===== src/rtl/multicycle_control_if.sv =====
// Control bus between the multi-cycle control unit and the datapath/memory side.
// The master modport belongs to the control unit; the slave modport to the datapath.
interface multicycle_control_if #(
    parameter int CNT_W = 32
);
    logic [6:0]       opcode;
    logic             mem_ready;
    logic             mem_req;
    logic             mem_we;
    logic             iord;
    logic             ir_write;
    logic             pc_write;
    logic             branch;
    logic             jump;
    logic [1:0]       alu_src_a;
    logic [1:0]       alu_src_b;
    logic [1:0]       alu_op;
    logic             reg_write;
    logic [1:0]       wb_sel;
    logic             trap;
    logic [2:0]       state;
    logic [CNT_W-1:0] instr_count;

    // Memory handshake: mem_req stays high every cycle until the cycle in which
    // mem_ready is high; that cycle completes the transfer.
    modport master (
        input  opcode, mem_ready,
        output mem_req, mem_we, iord, ir_write, pc_write, branch, jump,
               alu_src_a, alu_src_b, alu_op, reg_write, wb_sel,
               trap, state, instr_count
    );

    modport slave (
        output opcode, mem_ready,
        input  mem_req, mem_we, iord, ir_write, pc_write, branch, jump,
               alu_src_a, alu_src_b, alu_op, reg_write, wb_sel,
               trap, state, instr_count
    );
endinterface


===== src/rtl/multicycle_control.sv =====
// Multi-cycle RISC-V control FSM: FETCH/DECODE/EXEC/MEM/WB with memory wait
// timeout, sticky trap and a retired-instruction counter.
module multicycle_control #(
    parameter int MEM_TIMEOUT = 15,
    parameter int CNT_W       = 32,
    parameter int WAIT_W      = 8
) (
    input  logic                 clk,
    input  logic                 rst,
    multicycle_control_if.master bus
);
    typedef enum logic [2:0] {
        S_FETCH  = 3'd0,
        S_DECODE = 3'd1,
        S_EXEC   = 3'd2,
        S_MEM    = 3'd3,
        S_WB     = 3'd4,
        S_TRAP   = 3'd5,
        S_ILL6   = 3'd6,
        S_ILL7   = 3'd7
    } state_e;

    localparam logic [6:0] OP_R   = 7'b0110011;
    localparam logic [6:0] OP_I   = 7'b0010011;
    localparam logic [6:0] OP_LW  = 7'b0000011;
    localparam logic [6:0] OP_SW  = 7'b0100011;
    localparam logic [6:0] OP_BEQ = 7'b1100011;
    localparam logic [6:0] OP_JAL = 7'b1101111;
    localparam logic [6:0] OP_LUI = 7'b0110111;

    state_e             state_q, state_d;
    logic [WAIT_W-1:0]  wait_q, wait_d;
    logic [CNT_W-1:0]   cnt_q, cnt_d;
    logic               trap_q, trap_d;

    logic       mem_req_c, mem_we_c, iord_c, ir_write_c, pc_write_c;
    logic       branch_c, jump_c, reg_write_c;
    logic [1:0] src_a_c, src_b_c, alu_op_c, wb_sel_c;
    logic       legal_op, in_mem_phase, timeout_hit, retire;

    assign legal_op = (bus.opcode == OP_R)   || (bus.opcode == OP_I)   ||
                      (bus.opcode == OP_LW)  || (bus.opcode == OP_SW)  ||
                      (bus.opcode == OP_BEQ) || (bus.opcode == OP_JAL) ||
                      (bus.opcode == OP_LUI);

    assign in_mem_phase = (state_q == S_FETCH) || (state_q == S_MEM);

    // The final allowed wait cycle traps only if the handshake does not complete in it.
    assign timeout_hit = (MEM_TIMEOUT != 0) && !bus.mem_ready &&
                         (wait_q == WAIT_W'(MEM_TIMEOUT - 1));

    always_comb begin
        state_d     = state_q;
        mem_req_c   = 1'b0;
        mem_we_c    = 1'b0;
        iord_c      = 1'b0;
        ir_write_c  = 1'b0;
        pc_write_c  = 1'b0;
        branch_c    = 1'b0;
        jump_c      = 1'b0;
        reg_write_c = 1'b0;
        src_a_c     = 2'b00;
        src_b_c     = 2'b00;
        alu_op_c    = 2'b00;
        wb_sel_c    = 2'b00;

        case (state_q)
            S_FETCH: begin
                mem_req_c = 1'b1;
                src_a_c   = 2'b01;
                src_b_c   = 2'b01;
                if (bus.mem_ready) begin
                    ir_write_c = 1'b1;
                    pc_write_c = 1'b1;
                    state_d    = S_DECODE;
                end else if (timeout_hit) begin
                    state_d = S_TRAP;
                end
            end
            S_DECODE: begin
                src_a_c = 2'b10;
                src_b_c = 2'b10;
                state_d = legal_op ? S_EXEC : S_TRAP;
            end
            S_EXEC: begin
                case (bus.opcode)
                    OP_R: begin
                        alu_op_c = 2'b10;
                        state_d  = S_WB;
                    end
                    OP_I: begin
                        src_b_c  = 2'b10;
                        alu_op_c = 2'b11;
                        state_d  = S_WB;
                    end
                    OP_LUI: begin
                        src_b_c = 2'b10;
                        state_d = S_WB;
                    end
                    OP_LW, OP_SW: begin
                        src_b_c = 2'b10;
                        state_d = S_MEM;
                    end
                    OP_BEQ: begin
                        alu_op_c = 2'b01;
                        branch_c = 1'b1;
                        jump_c   = 1'b1;
                        state_d  = S_FETCH;
                    end
                    OP_JAL: begin
                        reg_write_c = 1'b1;
                        wb_sel_c    = 2'b10;
                        pc_write_c  = 1'b1;
                        jump_c      = 1'b1;
                        state_d     = S_FETCH;
                    end
                    default: state_d = S_TRAP;
                endcase
            end
            S_MEM: begin
                mem_req_c = 1'b1;
                iord_c    = 1'b1;
                mem_we_c  = (bus.opcode == OP_SW);
                if (bus.mem_ready) begin
                    state_d = (bus.opcode == OP_LW) ? S_WB : S_FETCH;
                end else if (timeout_hit) begin
                    state_d = S_TRAP;
                end
            end
            S_WB: begin
                reg_write_c = 1'b1;
                wb_sel_c    = (bus.opcode == OP_LW) ? 2'b01 : 2'b00;
                state_d     = S_FETCH;
            end
            S_TRAP:  state_d = S_TRAP;
            default: state_d = S_TRAP;
        endcase
    end

    assign retire = ((state_q == S_EXEC) || (state_q == S_MEM) || (state_q == S_WB)) &&
                    (state_d == S_FETCH);

    // A wait run only continues while we stay in FETCH/MEM, so any other cycle restarts it.
    assign wait_d = (in_mem_phase && !bus.mem_ready) ? wait_q + WAIT_W'(1) : '0;
    assign cnt_d  = retire ? cnt_q + CNT_W'(1) : cnt_q;
    assign trap_d = trap_q || (state_d == S_TRAP);

    always_ff @(posedge clk) begin
        if (rst) begin
            state_q <= S_FETCH;
            wait_q  <= '0;
            cnt_q   <= '0;
            trap_q  <= 1'b0;
        end else begin
            state_q <= state_d;
            wait_q  <= wait_d;
            cnt_q   <= cnt_d;
            trap_q  <= trap_d;
        end
    end

    assign bus.mem_req     = mem_req_c   & ~rst;
    assign bus.mem_we      = mem_we_c    & ~rst;
    assign bus.iord        = iord_c      & ~rst;
    assign bus.ir_write    = ir_write_c  & ~rst;
    assign bus.pc_write    = pc_write_c  & ~rst;
    assign bus.branch      = branch_c    & ~rst;
    assign bus.jump        = jump_c      & ~rst;
    assign bus.reg_write   = reg_write_c & ~rst;
    assign bus.alu_src_a   = rst ? 2'b00 : src_a_c;
    assign bus.alu_src_b   = rst ? 2'b00 : src_b_c;
    assign bus.alu_op      = rst ? 2'b00 : alu_op_c;
    assign bus.wb_sel      = rst ? 2'b00 : wb_sel_c;
    assign bus.trap        = trap_q;
    assign bus.state       = state_q;
    assign bus.instr_count = cnt_q;
endmodule


===== src/flat_wrapper.sv =====
// flat-port wrapper written by rule: the top's interface ports become plain ports
module multicycle_control_flat 
#(
    parameter int MEM_TIMEOUT = 15,
    parameter int CNT_W       = 32,
    parameter int WAIT_W      = 8
)
  (clk, rst, bus_opcode, bus_mem_ready, bus_mem_req, bus_mem_we, bus_iord, bus_ir_write, bus_pc_write, bus_branch, bus_jump, bus_alu_src_a, bus_alu_src_b, bus_alu_op, bus_reg_write, bus_wb_sel, bus_trap, bus_state, bus_instr_count);
  multicycle_control_if #(.CNT_W(CNT_W)) bus_i ();
  input  logic clk;
  input  logic rst;
  input wire logic [$bits(bus_i.opcode)-1:0] bus_opcode;
  input wire logic [$bits(bus_i.mem_ready)-1:0] bus_mem_ready;
  output wire logic [$bits(bus_i.mem_req)-1:0] bus_mem_req;
  output wire logic [$bits(bus_i.mem_we)-1:0] bus_mem_we;
  output wire logic [$bits(bus_i.iord)-1:0] bus_iord;
  output wire logic [$bits(bus_i.ir_write)-1:0] bus_ir_write;
  output wire logic [$bits(bus_i.pc_write)-1:0] bus_pc_write;
  output wire logic [$bits(bus_i.branch)-1:0] bus_branch;
  output wire logic [$bits(bus_i.jump)-1:0] bus_jump;
  output wire logic [$bits(bus_i.alu_src_a)-1:0] bus_alu_src_a;
  output wire logic [$bits(bus_i.alu_src_b)-1:0] bus_alu_src_b;
  output wire logic [$bits(bus_i.alu_op)-1:0] bus_alu_op;
  output wire logic [$bits(bus_i.reg_write)-1:0] bus_reg_write;
  output wire logic [$bits(bus_i.wb_sel)-1:0] bus_wb_sel;
  output wire logic [$bits(bus_i.trap)-1:0] bus_trap;
  output wire logic [$bits(bus_i.state)-1:0] bus_state;
  output wire logic [$bits(bus_i.instr_count)-1:0] bus_instr_count;
  assign bus_i.opcode = bus_opcode;
  assign bus_i.mem_ready = bus_mem_ready;
  assign bus_mem_req = bus_i.mem_req;
  assign bus_mem_we = bus_i.mem_we;
  assign bus_iord = bus_i.iord;
  assign bus_ir_write = bus_i.ir_write;
  assign bus_pc_write = bus_i.pc_write;
  assign bus_branch = bus_i.branch;
  assign bus_jump = bus_i.jump;
  assign bus_alu_src_a = bus_i.alu_src_a;
  assign bus_alu_src_b = bus_i.alu_src_b;
  assign bus_alu_op = bus_i.alu_op;
  assign bus_reg_write = bus_i.reg_write;
  assign bus_wb_sel = bus_i.wb_sel;
  assign bus_trap = bus_i.trap;
  assign bus_state = bus_i.state;
  assign bus_instr_count = bus_i.instr_count;
  multicycle_control #(.MEM_TIMEOUT(MEM_TIMEOUT), .CNT_W(CNT_W), .WAIT_W(WAIT_W)) u_core (.clk(clk), .rst(rst), .bus(bus_i));
endmodule

===== config.mk =====
export PLATFORM = sky130hd
export DESIGN_NAME = multicycle_control_flat
export DESIGN_NICKNAME = d
export VERILOG_FILES = /design/src/rtl/multicycle_control_if.sv /design/src/rtl/multicycle_control.sv /design/src/flat_wrapper.sv
export SDC_FILE = /design/constraint.sdc
export NUM_CORES = 1
export LEC_CHECK = 0
export ABC_CLOCK_PERIOD_IN_PS = 2000
export CAP_MARGIN = 5
export CORE_AREA = 2 2 113 60
export DETAILED_ROUTE_END_ITERATION = 10
export DIE_AREA = 0 0 115 62
export HOLD_SLACK_MARGIN = 0.15
export PLACE_DENSITY_LB_ADDON = 0.3
export SLEW_MARGIN = 20
export SYNTH_ARGS = -nofsm -noshare
export SYNTH_HDL_FRONTEND = slang
export SYNTH_SLANG_ARGS = --single-unit

===== constraint.sdc =====
create_clock -name clk -period 2 [get_ports clk]
set_input_delay 0.4 -clock clk [delete_from_list [all_inputs] [get_ports clk]]
set_output_delay 0.4 -clock clk [all_outputs]
set_load 0.1 [all_outputs]

Word level (Yosys, flattened, before mapping)
Index checks and enable logic that the tools add are counted.

$add $sub $neg: 2. Eq/ne operators: 13. Muxes and demuxes: 31. Bitwise operators: 10. Reductions and logical operators: 22.

Operators by type and width (number): $add 32x1->32 const B (1); $eq 7x6->1 const B (3); $mux 3 (5); $pmux 3 s5 (1); $eq 7x7->1 const B (2); $mux 2 (7); $pmux 2 s3 (2); $mux 1 (11); $logic_or 1x1->1 (10); $pmux 3 s3 (1); $add 8x1->8 const B (1); $and 1x1->1 (8); $eq 8x4->1 const B (1); $pmux 2 s2 (2); $reduce_or 2->1 (4); $eq 7x2->1 const B (1); $eq 7x5->1 const B (1); $eq 3x2->1 const B (2); $eq 3x3->1 const B (2); $logic_not 3->1 (2); $pmux 1 s2 (2); $reduce_or 4->1 (1); $eq 3x1->1 const B (1); $logic_and 1x1->1 (3); other kinds (3) (4).

Register bits: 44. Input port bits: 10.

Longest topological paths before layout
Depth after elaboration: 11. Mapped depth: 10.

Least setup slack after synthesis
No wires, ideal clock.

Path kind: register to output. Start: reg u_core.state_q[0] (netlist: u_core.bus.state[0]). End: out bus_wb_sel[0]. Arrival time: 4258 ps. Data required time: 1600 ps. Path slack: -2658 ps. Stages on the path, launching flop included: 4. Cells stage by stage: dfxtp_1 -> clkbuf_1 -> or2_2 -> nor4_1.

Longest elaborated chain between the ends: 3. Elaborated cells between the ends (all ways): 4.

RTL lines: from (decl) (RTL line multicycle_control.sv:31) `state_e state_q, state_d;`; from (signal assigned) (RTL line multicycle_control.sv:155) `state_q <= state_d;`; $eq 3x3->1 or $eq 3x2->1 (tied branches) (RTL line multicycle_control.sv:67) `case (state_q)`; $pmux 2 s2 (*) (RTL line multicycle_control.sv:67); $mux 2 (*) (RTL line multicycle_control.sv:173) `assign bus.wb_sel = rst ? 2'b00 : wb_sel_c;`; to (decl) (RTL line flat_wrapper.sv:25) `output wire logic [$bits(bus_i.wb_sel)-1:0] bus_wb_sel;`.

Mark *: on every way between the ends. The rest lies on a longest branch, timed or not.

Worst setup path in the final report
Start: reg u_core.wait_q[0]. End: reg u_core.cnt_q[18] (netlist: u_core.bus.instr_count[18]).

Longest elaborated chain between the ends: 7. Elaborated cells between the ends (all ways): 8.

RTL lines: from (decl) (RTL line multicycle_control.sv:32) `logic [WAIT_W-1:0] wait_q, wait_d;`; from (signal assigned) (RTL line multicycle_control.sv:156) `wait_q <= wait_d;`; $eq 8x4->1 (*) (RTL line multicycle_control.sv:50) `(wait_q == WAIT_W'(MEM_TIMEOUT - 1));`; $logic_and 1x1->1 (*) (RTL line multicycle_control.sv:49) `assign timeout_hit = (MEM_TIMEOUT != 0) && !bus.mem_ready &&`; $mux 3 (*) (RTL line multicycle_control.sv:76, multicycle_control.sv:126); $mux 3 (on tied branches) (RTL line multicycle_control.sv:124, multicycle_control.sv:72); $pmux 3 s5 (*) (RTL line multicycle_control.sv:67); $logic_not 3->1 (*) (RTL line multicycle_control.sv:141) `(state_d == S_FETCH);`; $logic_and 1x1->1 (*) (RTL line multicycle_control.sv:140) `assign retire = ((state_q == S_EXEC) || (state_q == S_MEM) || (state_q == S_WB)) &&`; to (signal assigned) (RTL line multicycle_control.sv:157) `cnt_q <= cnt_d;`; to (decl) (RTL line multicycle_control.sv:33) `logic [CNT_W-1:0] cnt_q, cnt_d;`.

Marks and branches as above. A chain may end at the register's enable or synchronous reset.

==> metrics.txt <==
outcome=finished with violations; failing checks=setup timing; GRT overflow=0; Via density=5.93; CTS tree=yes; die width=115 um; fin cells=535; final design area excluding fillers=0.00479 sq mm; Mapped Cells=333; Synth area leaders=dfxtp_1 33%, a21oi_1 8.2%, nand2_1 3.6%, o31ai_1 3.6%, or4_1 3.6%; full die area=0.00713 sq mm; CP Capture Type=flop; Fin Setup TNS=-3.15 ns; vias in the first global route=2704; final net count=between 400 and 500; initial antenna violation count=0; Worst VDD drop=0.354 mV; area share of the largest cell type after synthesis=32.8%; first-pass GRT wire length=13.5 mm; EDFF count, synth=0; RSZ-0062 raised after global routing=yes; post-DP HPWL=~6.3 mm; worst slew pin tran=0.563 ns; startpoint types=flop; Top Ports=62; placed cell count=512; port bufs=61; Pwr Total=2.38 mW; GPL Wtd Cong=0.858; Final Util=76.0%; FF+latch area=987 sq um; Final Setup Violations=30; synthesized flop and latch total=44; first drt pass iteration count=6; Rel. slew slack=62.3%; Post-synth top cells=44 x a21oi_1, 44 x dfxtp_1, 26 x nand2_1, 21 x nor2_1, 16 x nand3_1; Clock Power Share=about 38%; Yosys cell types=55; Clock Sinks=44; worst hold slack=0.483 ns; area of the multi-input gates=0.00211 sq mm; Worst-Skew Late Latency=0.29 ns; asr flop ratio synth=0%; largest net degree at the start of global routing=29; Seq pwr share=36.6%; fill count=410; PwrDens=496 mW/mm^2; Achievable Freq=between 0.4 and 0.5 GHz; Pins Over Slew Limit=0; Tcrit/Tclk final=109%; core area=0.00631 sq mm; NetSw=0.741 mW; worst-path maximum fanout=23; hold crit path type=flop to flop; Avg WL per Cell=17.3 um; switching portion of total power=31.2%; CP required=2.21 ns; Period minus WS final=2.18 ns; Area Overhead vs Synth=78.3%; R2R depth=9; H-tree Lvls=2; critical path class=flop to flop; FP Rows=21; n_diodes=0; Syn Area/Cell=8.07 sq um; max-cap violations=0; share of cells above drive strength 1=between 50% and 60%; routed wire length=approximately 9 mm; Root Driver=clkbuf_16; Post-route DRC=0; worst path arrival time=2.39 ns; Longest Clk Path Bufs=2; CTS Buf Count=5; Die Ht=62 um; Post-Syn Area=between 0.002 and 0.003 sq mm; Synth area leader=dfxtp_1; ys flop type=dfxtp_1; pre-CTS setup slack=-0.729 ns; CTS clk-pin slew, worst paths=0.07 ns; setup ws final=-0.180 ns; sequential area share after synthesis=32.8%; Static Leak=approximately 1.7 nW; gr usage total=24.4%; Initial Util=42.6%; Worst Hold Path Cells=2; clk_skew=around 0.0068 ns; number of DRC markers in iteration 0=229; Int Pwr=1.64 mW; Gate power share=roughly a quarter; Post-Place Cell Area=0.00421 sq mm; syn_nets=between 300 and 400; Final Hold Viols=0; Antenna Nets Post-Route=0; Yosys warning count=0; DR vias=3171
## worst max-delay path, stage by stage (launching register included)
cell      delay [ns]
dfxtp_2         0.32
inv_2           0.06
ha_4            0.12
and4bb_2        0.29
a21oi_4         0.10
o221ai_4        0.21
nand4_4         0.18
buf_12          0.20
or4b_1          0.47
a21oi_1         0.15
## what timing repair did
item | CTS | global route
pin swaps | 16 | 16
gates cloned | 0 | 2
buffers inserted | 7 | 9
setup endpoints to repair | 51 | 41
hold buffers | 0 | 0
gates resized for setup | 63 | 36
## area by class of cell
cell class / count / share of cell area [%]
multi-input combinational: 258 / 44.0
timing repair buffer: 133 / 29.0
sequential: 44 / 20.6
clock buffer: 6 / 3.13
tap: 80 / 2.09
inverter: 12 / 0.940
clock inverter: 2 / 0.235
## power groups by stage
stage	sequential [mW]	clock [mW]	combinational [mW]
2_1_floorplan	0.942	0	0.290
3_3_place_gp	0.887	0	0.521
3_5_place_dp	0.888	0	0.528
4_1_cts	0.870	0.919	0.556
5_1_grt	0.870	0.949	0.636
6_report	0.870	0.899	0.609
## path summary, 6_finish.rpt
check | start | to | slack [ns]
setup / recovery | u_core.wait_q[0] | u_core.bus.instr_count[18] | -0.18
hold / removal | u_core.bus.instr_count[27] | u_core.bus.instr_count[27] | 0.48
setup reg to reg | u_core.wait_q[0] | u_core.bus.instr_count[18] | -0.18
hold reg to reg | u_core.bus.instr_count[27] | u_core.bus.instr_count[27] | 0.48
## cells in the final DEF (no fill, tap or decap), types with 11 or more instances in the layout
| master | n |
|---|---|
| a21oi_1 | 32 |
| buf_12 | 23 |
| buf_4 | 88 |
| buf_6 | 13 |
| dfxtp_1 | 11 |
| dfxtp_4 | 26 |
| inv_1 | 11 |
| nand2_1 | 20 |
| nand3_1 | 15 |
| nand4_1 | 13 |
| nor2_1 | 16 |
| o31ai_1 | 12 |
## metal layers
metal | up-vias | wire length [um] | part of all wire, % | track usage, %
met1 | 1523 | 4380 | 47 | 36.6
met5 | - | 0 | 0 | 0
met3 | 15 | 634 | 6.8 | 5.33
met2 | 122 | 4140 | 45 | 35.7
li1 | 1511 | - | - | -
met4 | 0 | 104 | 1.1 | 5.51
## cells by family (layout without fill, tap and decap cells)
kind of cell	after synthesis	in the layout	share of synthesized area [%]
compound gates	93	93	22.4
fa+ha+maj	3	3	1.40
simple gates	152	152	34.5
flops	44	44	32.8
mux	1	1	0.373
xor+xnor	9	9	2.93
buf+inv	31	153	5.64
## sequential cells by signal (all words and copies together) (netlist names)
signal / count
u_core.wait_q: 8
u_core.bus.instr_count: 32
u_core.bus.trap: 1
u_core.bus.state: 3
Power figures use the tool's default switching activity.
